$ cat src/rtl/zeroriscy_mmult_seq.sv
// zeroriscy_mmult_seq: steps zeroriscy_mmult through a chained int8 dot product,
// feeding each 2x16-bit result back as the next accumulate input.
module zeroriscy_mmult_seq #(
    parameter int LEN_W   = 6,
    parameter int TIMEOUT = 15
) (
    input  logic             clk,
    input  logic             rst_n,
    input  logic             start_i,
    input  logic [LEN_W-1:0] cfg_len_i,
    input  logic [4:0]       cfg_param_base_i,
    input  logic [7:0]       cfg_row_i,
    input  logic [1:0]       cfg_shift_i,
    input  logic [31:0]      cfg_bias_i,
    output logic             busy_o,
    output logic             err_o,
    input  logic             act_valid_i,
    input  logic [23:0]      act_data_i,
    output logic             act_ready_o,
    output logic             res_valid_o,
    output logic [31:0]      res_data_o,
    input  logic             res_ready_i,
    output logic             mmult_en_o,
    output logic [2:0]       mmult_operator_o,
    output logic [6:0]       mmult_param_o,
    output logic [31:0]      mmult_addr_o,
    output logic [31:0]      mmult_data_o,
    input  logic [31:0]      mmult_result_i,
    input  logic             mmult_ready_i
);
    localparam int WW = $clog2(TIMEOUT + 1);

    typedef enum logic [1:0] {IDLE, ISSUE, WAIT, OUT} state_t;

    state_t           state, state_nx;
    logic [LEN_W-1:0] len, cnt;
    logic [4:0]       idx;
    logic [7:0]       row;
    logic [1:0]       shift;
    logic [31:0]      acc;
    logic [WW-1:0]    wcnt;
    logic             err;
    logic             fire, capture, expire, last;

    assign fire    = state == ISSUE && act_valid_i && mmult_ready_i;
    // wcnt==0 guard skips a ready level left over from before the issue
    assign capture = state == WAIT && mmult_ready_i && wcnt != '0;
    assign expire  = state == WAIT && !capture && wcnt == WW'(TIMEOUT - 1);
    assign last    = (cnt + LEN_W'(1)) == len;

    always_ff @(posedge clk or negedge rst_n)
        if (!rst_n) state <= IDLE;
        else        state <= state_nx;

    always_comb begin
        state_nx = state;
        case (state)
            IDLE:    if (start_i) state_nx = cfg_len_i == '0 ? OUT : ISSUE;
            ISSUE:   if (fire) state_nx = WAIT;
            WAIT:    if (capture) state_nx = last ? OUT : ISSUE;
                     else if (expire) state_nx = IDLE;
            default: if (res_ready_i) state_nx = IDLE;
        endcase
    end

    always_ff @(posedge clk or negedge rst_n) begin
        if (!rst_n) begin
            len   <= '0;
            cnt   <= '0;
            idx   <= '0;
            row   <= '0;
            shift <= '0;
            acc   <= '0;
            wcnt  <= '0;
            err   <= 1'b0;
        end else begin
            if (state == IDLE && start_i) begin
                len   <= cfg_len_i;
                idx   <= cfg_param_base_i;
                row   <= cfg_row_i;
                shift <= cfg_shift_i;
                acc   <= cfg_bias_i;
                cnt   <= '0;
                err   <= 1'b0;
            end
            if (state == WAIT) wcnt <= wcnt + WW'(1);
            if (fire) begin
                wcnt <= '0;
                idx  <= idx + 5'd1;
            end
            if (capture) begin
                acc <= mmult_result_i;
                cnt <= cnt + LEN_W'(1);
            end
            if (expire) err <= 1'b1;
        end
    end

    assign busy_o           = state != IDLE;
    assign err_o            = err;
    assign act_ready_o      = state == ISSUE && mmult_ready_i;
    assign res_valid_o      = state == OUT;
    assign res_data_o       = acc;
    assign mmult_en_o       = fire;
    assign mmult_operator_o = fire ? 3'b101 : 3'b100;
    assign mmult_param_o    = {shift, idx};
    assign mmult_addr_o     = fire ? {act_data_i, row} : 32'h0;
    assign mmult_data_o     = acc;
endmodule

$ cat config.mk
export PLATFORM = sky130hd
export DESIGN_NAME = zeroriscy_mmult_seq
export DESIGN_NICKNAME = d
export VERILOG_FILES = /design/src/rtl/zeroriscy_mmult_seq.sv
export SDC_FILE = /design/constraint.sdc
export NUM_CORES = 1
export LEC_CHECK = 0
export ABC_AREA = 0
export BUFFER_PORTS_ARGS = -buffer_cell sky130_fd_sc_hd__buf_2
export CORE_MARGIN = 3
export CORE_UTILIZATION = 46
export CTS_CLUSTER_DIAMETER = 150
export CTS_CLUSTER_SIZE = 14
export DETAILED_ROUTE_END_ITERATION = 8
export PLACE_DENSITY = 0.87
export SYNTH_ARGS = -nofsm -noshare
export SYNTH_HDL_FRONTEND = slang
export SYNTH_SLANG_ARGS = --single-unit
$ cat constraint.sdc
create_clock -name clk -period 4.55 [get_ports clk]
set_input_delay 0.6825 -clock clk [delete_from_list [all_inputs] [get_ports clk]]
set_output_delay 0.6825 -clock clk [all_outputs]
set_load 0.05 [all_outputs]
==> flow_summary.json, run 1 <==
{
  "nFillCells": 627,
  "cts_tree": "done",
  "ir_drop_v": 0.000475,
  "power_density_mw_per_mm2": 876,
  "synth_cell_types": 40,
  "final_cell_mix": "223 x buf_2, 66 x dfrtp_1, 59 x nand2_1",
  "gp_congestion": 0.799,
  "startpoint": "state[0]$_DFFE_PN0P_",
  "switchingPower_mw": 2.31,
  "final_common_cell": "buf_2",
  "fp.dieH_microns": 93.4,
  "critPathCaptureType": "primary output",
  "diodes": 0,
  "cts_hold_buffers": 0,
  "grt_max_degree": 67,
  "finClkSkew_ns": 0.00674,
  "rsz0062_at_grt": "false",
  "period_share_pct": 72.0,
  "grt_pass1_vias": 3156,
  "p_total_mw": 4.02,
  "cp-start-kind": "flip-flop",
  "io_buffers": 223,
  "outcome": "completed",
  "path_max_fanout": 34,
  "numCtsBuffers": 9,
  "cts_root_buffer": "clkbuf_8",
  "grt_pass1_wl_microns": 15200,
  "avgRoutedWirePerCell_microns": 16.0,
  "synth.avg_cell_area_sq_um": 9.47,
  "hold_viol_final": 0,
  "hp-class": "flip-flop to flip-flop",
  "grt_usage_pct": 22.0,
  "core_area_sq_mm": 0.00733,
  "netlist_area_sq_mm": 0.00351,
  "antenna_left": 0,
  "vias": 3436,
  "seq_area_frac_synth_pct": 47.0,
  "whs_ns": 0.468,
  "die_w_microns": 93.4,
  "synth_top_area_share_pct": 47.0,
  "synthTopCellsByArea": "dfrtp_1 47%, a222oi_1 9.1%, buf_4 7.7%",
  "wl_microns": 10500,
  "drv_slew": 0,
  "comb_power_share_pct": 60.9,
  "postCtsSetupRepairBufs": 0,
  "rows": 31,
  "cap_viol_max_count": 0,
  "drt-initial-drc-count": 319,
  "slew-limit-headroom_pct": 15.2,
  "dr.pass1.iters": 8,
  "clockPowerShare_pct": 11.6,
  "clk_pin_slew_ns": 0.07,
  "ctsResizeCount": 0,
  "fin_nets": 669,
  "fmax_ghz": 0.305,
  "htreeDepth": 3,
  "synth_nets": 491,
  "crit_arrival_ns": 2.59,
  "vias_per_cell": 5.26,
  "stdcell_area_sq_mm": 0.00459,
  "ys.flop_type": "dfrtp_1",
  "seq_power_share_pct": 27.4,
  "pre_cts_ws_ns": 1.42,
  "start_util_pct": 47.9,
  "leakage_nw": 2.74,
  "antenna_found_initial": 0,
  "crit_required_ns": 3.87,
  "syn_inst": 371,
  "synth_top_area_cell": "dfrtp_1",
  "layout-drive-gt1-share_pct": 44.0,
  "overflow": 0,
  "fin_tns_setup_ns": 0,
  "cts_sinks": 66,
  "ys_async_sr_fraction_pct": 100,
  "area_growth_pct": 30.6,
  "path_class": "flip-flop to primary output",
  "clockBufferDepth": 2,
  "clock_latency_ns": 0.33,
  "placed_area_sq_mm": 0.00440,
  "io-pin-count": 226,
  "synth_edf_count": 0,
  "p_int_mw": 1.70,
  "setup_ws_ns": 1.27,
  "min_period_ns": 3.28,
  "finalSetupViolations": 0,
  "tightest_slew_ns": 1.27,
  "drc": 0,
  "reg2reg_from": "wcnt[0]$_DFFE_PN0P_",
  "hp-start": "row[0]$_DFFE_PN0P_",
  "die_area_sq_mm": 0.00872,
  "dp_hpwl_microns": 7920,
  "synth_warnings": 0,
  "switching_share_pct": 57.6,
  "ys_seq_elements": 66
}
-- synthesized netlist by cell type, types with 2 or more instances --
cell and number:
nand2_1 59, a22o_1 2, mux2i_1 2, o21ai_0 7, buf_4 36, a21oi_1 6, or2_2 2, o32ai_1 2
clkbuf_1 17, and3_1 34, nand3_1 7, buf_2 3, dfrtp_1 66, conb_1 2, a222oi_1 32, xor2_1 4
nand2b_1 3, o31ai_1 2, a221o_1 2, buf_6 3, nor2_1 14, inv_1 37, xnor2_1 7, and2_1 2
ha_1 5
-- cell type report --
type                            instances  area, sq um  area share, %
Multi-Input combinational cell        208         1340           29.3
Clock buffer                           11          131           2.86
Clock inverter                          5         55.1           1.20
Timing Repair Buffer                  226         1140           24.8
Inverter                               38          143           3.11
Sequential cell                        66         1650           36.0
Tap cell                               99          124           2.70
-- final timing paths --
check                                                to  slack, ns  cells after the start
hold reg to reg                      row[0]$_DFFE_PN0P_       0.47                      2
setup / recovery                    mmult_operator_o[0]       1.27                      4
max in group asynchronous  mmult_data_o[27]$_DFFE_PN0P_       3.49                      2
setup reg to reg           mmult_data_o[28]$_DFFE_PN0P_       1.91                      7
hold / removal                       row[0]$_DFFE_PN0P_       0.47                      2
min in group asynchronous            row[5]$_DFFE_PN0P_       0.53                      2
-- critical path, stage by stage, from the launching register on --
cell and delay [ns]:
dfrtp_1 0.57, and3b_1 0.76, nand2_1 0.38, clkinv_1 0.26
buf_2 0.30
-- logic make-up after synthesis --
logic type	after synthesis	share of synthesized area [%]
muxes	2	0.570
adders and majority gates	5	1.78
AOI/OAI and AO/OA	61	15.4
other	2	0.214
buffers and inverters	97	15.0
and+or+nand+nor	127	17.3
xor gates and xnor gates	11	2.74
DFF	66	47.0
-- power by group through the flow --
stage	sequential, mW	clock, mW	combinational (mW)
finish	1.10	0.468	2.45
global route	1.14	0.501	2.59
CTS	1.10	0.481	2.46
detailed placement	1.11	0	2.46
global placement	1.09	0	2.42
floorplan	1.65	0	1.52
-- stage by stage --
step	cells	util [%]
3_5_place_dp	637	60.0
6_report	653	62.6
3_3_place_gp	637	60.0
2_1_floorplan	371	-
5_1_grt	653	62.6
4_1_cts	653	62.6
-- registers in the layout, summed over array words and instances (netlist names) --
register and flops:
err_o 1, shift 2, row 8, mmult_data_o 32, state 2, len 6
idx 5, cnt 6, wcnt 4
-- layer usage --
| metal | track usage [%] | wire [microns] | vias up | part of all wire, % |
|---|---|---|---|---|
| met4 | 7.20 | 142 | 0 | 1.4 |
| li1 | - | - | 1612 | - |
| met1 | 29.0 | 4290 | 1674 | 41 |
| met5 | 0 | 0 | - | 0 |
| met3 | 3.38 | 676 | 12 | 6.5 |
| met2 | 37.2 | 5360 | 138 | 51 |
Note: power is estimated with default switching activity, not from simulation.
==> run 2, diff against run 1 <==
Settings changed: CORE_UTILIZATION 46 to 43, PLACE_DENSITY 0.87 to 0.82.
Clock period 4.55 ns to 3.2 ns, I/O delays scaled along.
==> run 2 against run 1 <==
Against the previous run:
- sequential power rose by 42%
- utilization is 3.5 points lower
- sequential cell count unchanged
- clock power grew 51%
- register-to-register slack got worse by 1.2 ns
- critical path type unchanged
==> flow_summary.json, run 2 (synthesized netlist as in run 1, its figures left out) <==
{
  "antenna_left": 0,
  "crit_required_ns": 2.72,
  "largest_reg_flops": 32,
  "io-pin-count": 226,
  "cp_slowest_stage_delay_ns": 0.57,
  "finalSetupViolations": 0,
  "clockPowerShare_pct": 12.4,
  "switchingPower_mw": 3.31,
  "switching_share_pct": 57.6,
  "clk_pin_slew_ns": 0.08,
  "cts_root_buffer": "clkbuf_8",
  "whs_ns": 0.319,
  "path_max_fanout": 34,
  "io_buffers": 223,
  "grt_pass1_wl_microns": 15500,
  "fin_nets": 670,
  "cp-start-kind": "flip-flop",
  "grt_usage_pct": 21.4,
  "vias": 3375,
  "wl_microns": 10500,
  "fmax_ghz": 0.381,
  "antenna_found_initial": 0,
  "avgRoutedWirePerCell_microns": 15.9,
  "seq_area_sq_mm": 0.00165,
  "crit_buf_inv": 3,
  "pre_cts_ws_ns": 0.690,
  "post-route-util_pct": 59.1,
  "dp_hpwl_microns": 7860,
  "ir_drop_v": 0.00116,
  "critPathCaptureType": "primary output",
  "start_util_pct": 45.0,
  "seq_power_share_pct": 27.1,
  "path_class": "flip-flop to primary output",
  "setup_ws_ns": 0.573,
  "final_common_cell": "buf_2",
  "drt-initial-drc-count": 337,
  "crit_arrival_ns": 2.15,
  "core_area_sq_mm": 0.00781,
  "clock_latency_ns": 0.34,
  "power_density_mw_per_mm2": 1240,
  "crit_family": "buffers and inverters",
  "vias_per_cell": 5.14,
  "min_period_ns": 2.63,
  "period_share_pct": 82.1,
  "grt_pass1_vias": 3187,
  "rows": 32,
  "cap_viol_max_count": 0,
  "comb_power_share_pct": 60.5,
  "die_area_sq_mm": 0.00929,
  "htreeDepth": 3,
  "dr.pass1.iters": 6,
  "drv_slew": 0,
  "postCtsSetupRepairBufs": 0,
  "final_cell_mix": "223 x buf_2, 66 x dfrtp_1, 59 x nand2_1",
  "layout-drive-gt1-share_pct": 44.5,
  "ctsResizeCount": 0,
  "hold_viol_final": 0,
  "finClkSkew_ns": 0.0115,
  "drc": 0,
  "slowest_stage": "dfrtp_1",
  "fp.dieH_microns": 96.4,
  "nFillCells": 700,
  "cts_sinks": 66,
  "clockBufferDepth": 2,
  "cts_tree": "done",
  "rsz0062_at_grt": "false",
  "p_int_mw": 2.43,
  "tightest_slew_ns": 1.21,
  "die_w_microns": 96.4,
  "multi_input_comb_area_sq_mm": 0.00134,
  "gp_congestion": 0.824,
  "area_growth_pct": 31.3,
  "overflow": 0,
  "diodes": 0,
  "numCtsBuffers": 9,
  "crit_chain": "and3b_1 > buf_4 > nand2_1 > clkinv_1 > buf_2",
  "hp-class": "input pin to async pin",
  "grt_max_degree": 67,
  "leakage_nw": 2.76,
  "cts_hold_buffers": 0,
  "slew-limit-headroom_pct": 19.3,
  "outcome": "completed",
  "fin_tns_setup_ns": 0
}
[run 2: cell count changes in the layout (fill, tap and decap cells not counted)]
cell,change
clkinv_4,+2
clkinvlp_4,-1
clkbuf_1,-2
clkinv_2,-1
buf_4,+1
inv_6,+2
[run 2: worst paths after layout]
kind | end | startpoint | cells past startpoint | slack (ns)
max | mmult_en_o | state[0]$_DFFE_PN0P_ | 5 | 0.57
min | row[5]$_DFFE_PN0P_ | rst_n | 2 | 0.32
max reg2reg | cnt[2]$_DFFE_PN0P_ | wcnt[0]$_DFFE_PN0P_ | 7 | 0.68
min reg2reg | row[2]$_DFFE_PN0P_ | row[2]$_DFFE_PN0P_ | 2 | 0.48
max in group asynchronous | row[2]$_DFFE_PN0P_ | rst_n | 2 | 2.31
min in group clk | shift[0]$_DFFE_PN0P_ | cfg_shift_i[0] | 3 | 0.33
[run 2: through the flow]
step | cells | instance area [sq um] | power (mW)
CTS | 657 | 4610 | 5.78
finish | 657 | 4610 | 5.74
global placement | 641 | 4410 | 4.97
floorplan | 371 | 3510 | 4.51
detailed placement | 641 | 4410 | 5.05
global route | 657 | 4610 | 6.09
[run 2: power by group through the flow]
| stage | combinational (mW) | sequential [mW] | clock, mW |
|---|---|---|---|
| CTS | 3.50 | 1.55 | 0.730 |
| finish | 3.47 | 1.56 | 0.709 |
| global route | 3.71 | 1.61 | 0.774 |
| floorplan | 2.16 | 2.34 | 0 |
| global placement | 3.43 | 1.54 | 0 |
| detailed placement | 3.49 | 1.56 | 0 |
[run 2: area by class of cell]
class / instances / area share [%]
Tap cell: 102 / 2.77
Sequential cell: 66 / 35.8
Clock inverter: 7 / 1.68
Clock buffer: 9 / 2.69
Inverter: 38 / 3.09
Multi-Input combinational cell: 208 / 29.1
Timing Repair Buffer: 227 / 24.9
[run 2: metal layers]
metal / share of wire, % / GRT usage [%] / wire, microns / vias to the layer above
li1: - / - / - / 1619
met1: 40 / 28.4 / 4220 / 1632
met2: 53 / 35.5 / 5560 / 116
met3: 5.5 / 4.42 / 574 / 8
met4: 0.98 / 6.31 / 102 / 0
met5: 0 / 0 / 0 / -
==> run 3, diff against run 2 <==
Settings changed: ABC_AREA 0 to 1, CORE_UTILIZATION 43 to 39, PLACE_DENSITY 0.82 to 0.78.
Clock period 3.2 ns to 2.15 ns, I/O delays scaled along.
==> run 3 against run 2 <==
Against the previous run:
- the flow now finishes with violations (negative hold slack)
- critical endpoint is now mmult_addr_o[19]
- worst hold slack got worse by 0.34 ns
- highest routed layer unchanged
- non-clock buffer count increased by 3
- via count increased by 13%
- sequential cell count unchanged
- synthesized cell count increased by 34%
- clock skew decreased by 0.0034 ns
- largest power group unchanged
==> flow_summary.json, run 3 <==
{
  "numCtsBuffers": 9,
  "dr.pass1.iters": 4,
  "drc": 0,
  "synth_top_family_by_area": "simple AND/OR/NAND/NOR gates",
  "synth_cell_types": 33,
  "ir_drop_v": 0.000862,
  "vias_per_cell": 4.67,
  "power_density_mw_per_mm2": 1610,
  "tightest_slew_ns": 0.611,
  "post-place-cells": 800,
  "r2r_cells": 6,
  "ctsResizeCount": 0,
  "fp.dieH_microns": 103,
  "cts_sinks": 66,
  "finalNonFillerCells": 815,
  "synth_warnings": 0,
  "final_cell_mix": "196 x buf_2, 157 x nand2_1, 65 x dfrtp_1",
  "synth.avg_cell_area_sq_um": 7.43,
  "pre_cts_ws_ns": 0.312,
  "die_area_sq_mm": 0.0107,
  "grt_pass1_wl_microns": 16100,
  "cts_hold_buffers": 0,
  "ys.flop_type": "dfrtp_1",
  "path_max_fanout": 21,
  "drv_slew": 0,
  "synthXorXnorAreaFrac_pct": 0.711,
  "clk_pin_slew_ns": 0.07,
  "netlist_area_sq_mm": 0.00369,
  "violations": "negative hold slack",
  "avgRoutedWirePerCell_microns": 13.3,
  "syn_inst": 497,
  "largest_reg_flops": 32,
  "ys_async_sr_fraction_pct": 100,
  "antenna_found_initial": 0,
  "outcome": "complete, but fails checks",
  "diodes": 0,
  "postCtsSetupRepairBufs": 0,
  "synth.most_common_cell": "nand2_1",
  "hold_viol_final": 7,
  "clock_latency_ns": 0.33,
  "p_total_mw": 8.39,
  "ys_seq_elements": 66,
  "cts_tree": "done",
  "setup_ws_ns": 0.0950,
  "final_common_cell": "buf_2",
  "crit_required_ns": 1.83,
  "period_share_pct": 95.6,
  "synth_common_cells": "157 x nand2_1, 66 x dfrtp_1, 57 x inv_1",
  "nFillCells": 780,
  "finalSetupViolations": 0,
  "drt-initial-drc-count": 92,
  "synth_top_area_cell": "dfrtp_1",
  "cts_root_buffer": "clkbuf_8",
  "io-pin-count": 226,
  "finClkSkew_ns": 0.00814,
  "vias": 3810,
  "slowest_stage": "dfrtp_2",
  "core_area_sq_mm": 0.00898,
  "io_buffers": 223,
  "hp-class": "input pin to async pin",
  "rows": 34,
  "start_util_pct": 41.2,
  "min_period_ns": 2.06,
  "synthAdderAreaFrac_pct": 1.69,
  "overflow": 0,
  "path_class": "flip-flop to primary output",
  "leakage_nw": 2.92,
  "cap_viol_max_count": 0,
  "crit_arrival_ns": 1.73,
  "synth_top_area_share_pct": 44.7,
  "synth_nets": 617,
  "cp_slowest_stage_delay_ns": 0.45,
  "htreeDepth": 3,
  "fin_nets": 805,
  "synth_compound_area_share_pct": 5.82,
  "seq_area_frac_synth_pct": 44.7,
  "synthTopCellsByArea": "dfrtp_1 45%, nand2_1 16%, buf_4 7.3%",
  "fmax_ghz": 0.487,
  "antenna_left": 0,
  "cp-start-kind": "flip-flop",
  "clockBufferDepth": 2,
  "grt_usage_pct": 19.4,
  "layout-drive-gt1-share_pct": 41.9,
  "area_growth_pct": 40.7,
  "die_w_microns": 103,
  "critPathCaptureType": "primary output",
  "synth-simple-area-share_pct": 30.7,
  "whs_ns": -0.0203,
  "crit_chain": "inv_2 > nand2_2 > nor3_4 > inv_4 > buf_12 > nor2_4 > clkbuf_4",
  "synthMuxAreaShare_pct": 0,
  "grt_max_degree": 67,
  "slew-limit-headroom_pct": 59.2,
  "grt_pass1_vias": 3515,
  "dp_hpwl_microns": 8340,
  "gp_congestion": 0.840,
  "post-route-util_pct": 57.9,
  "synth_edf_count": 0,
  "wl_microns": 10900
}
run 3: cell types whose count changed after synthesis, moves of 20 or more:
cell / change
and3_1: -34
a222oi_1: -32
nor2_1: +29
nand3_1: +46
inv_1: +20
nand2_1: +98
run 3: cell families after synthesis:
kind of cell             after synthesis
adder cells (fa/ha/maj)                5
XOR/XNOR                               3
buffers and inverters                115
AO/OA/AOI/OAI                         38
AND/OR/NAND/NOR                      268
other                                  2
flip-flops                            66
run 3: routing by layer:
layer / share of wire (%) / vias to the layer above / GRT usage [%] / wire, microns
li1: - / 1873 / - / -
met1: 38 / 1725 / 21.8 / 4140
met2: 51 / 194 / 35.4 / 5540
met3: 9.2 / 18 / 4.83 / 997
met4: 1.7 / 0 / 7.17 / 190
met5: 0 / - / 0 / 0
run 3: path summary, 6_finish.rpt:
check	startpoint	endpoint	slack, ns
min in group clk	cfg_shift_i[1]	shift[1]$_DFFE_PN0P_	0.20
worst max register to register	wcnt[0]$_DFFE_PN0P_	cnt[1]$_DFFE_PN0P_	0.34
worst min register to register	shift[0]$_DFFE_PN0P_	shift[0]$_DFFE_PN0P_	0.48
max in group asynchronous	rst_n	row[2]$_DFFE_PN0P_	1.85
worst max-delay path	state[1]$_DFFE_PN0P_	mmult_addr_o[19]	0.09
worst min-delay path	rst_n	state[0]$_DFFE_PN0P_	-0.02
run 3: stage by stage:
step	TNS (ns)	cell area [sq um]
finish	0	5200
global route	-0.0518	5200
CTS	0	5130
detailed placement	0	4920
global placement	0	4920
floorplan	-0.681	3910
run 3: report_power, final:
| part | switching (mW) | leakage [nW] | internal, mW | total [mW] |
|---|---|---|---|---|
| combinational | 3.98 | 1.99 | 1.15 | 5.13 |
| sequential | 0.402 | 0.828 | 1.78 | 2.18 |
| clock | 0.450 | 0.106 | 0.624 | 1.07 |
| total | 4.83 | 2.92 | 3.56 | 8.39 |
run 3: critical path: cells and delay by family (launching register included):
family,cells,cell delay (ns)
AND/OR/NAND/NOR,3,0.35
flip-flops,1,0.45
buffers and inverters,4,0.59
run 3: area by class of cell:
cell class | instances | area (sq um) | area share, %
Sequential cell | 66 | 1650 | 31.8
Timing Repair Buffer | 230 | 1290 | 24.7
Multi-Input combinational cell | 316 | 1660 | 31.9
Clock buffer | 13 | 169 | 3.25
Clock inverter | 2 | 35.0 | 0.674
Inverter | 62 | 236 | 4.55
Tap cell | 126 | 158 | 3.03
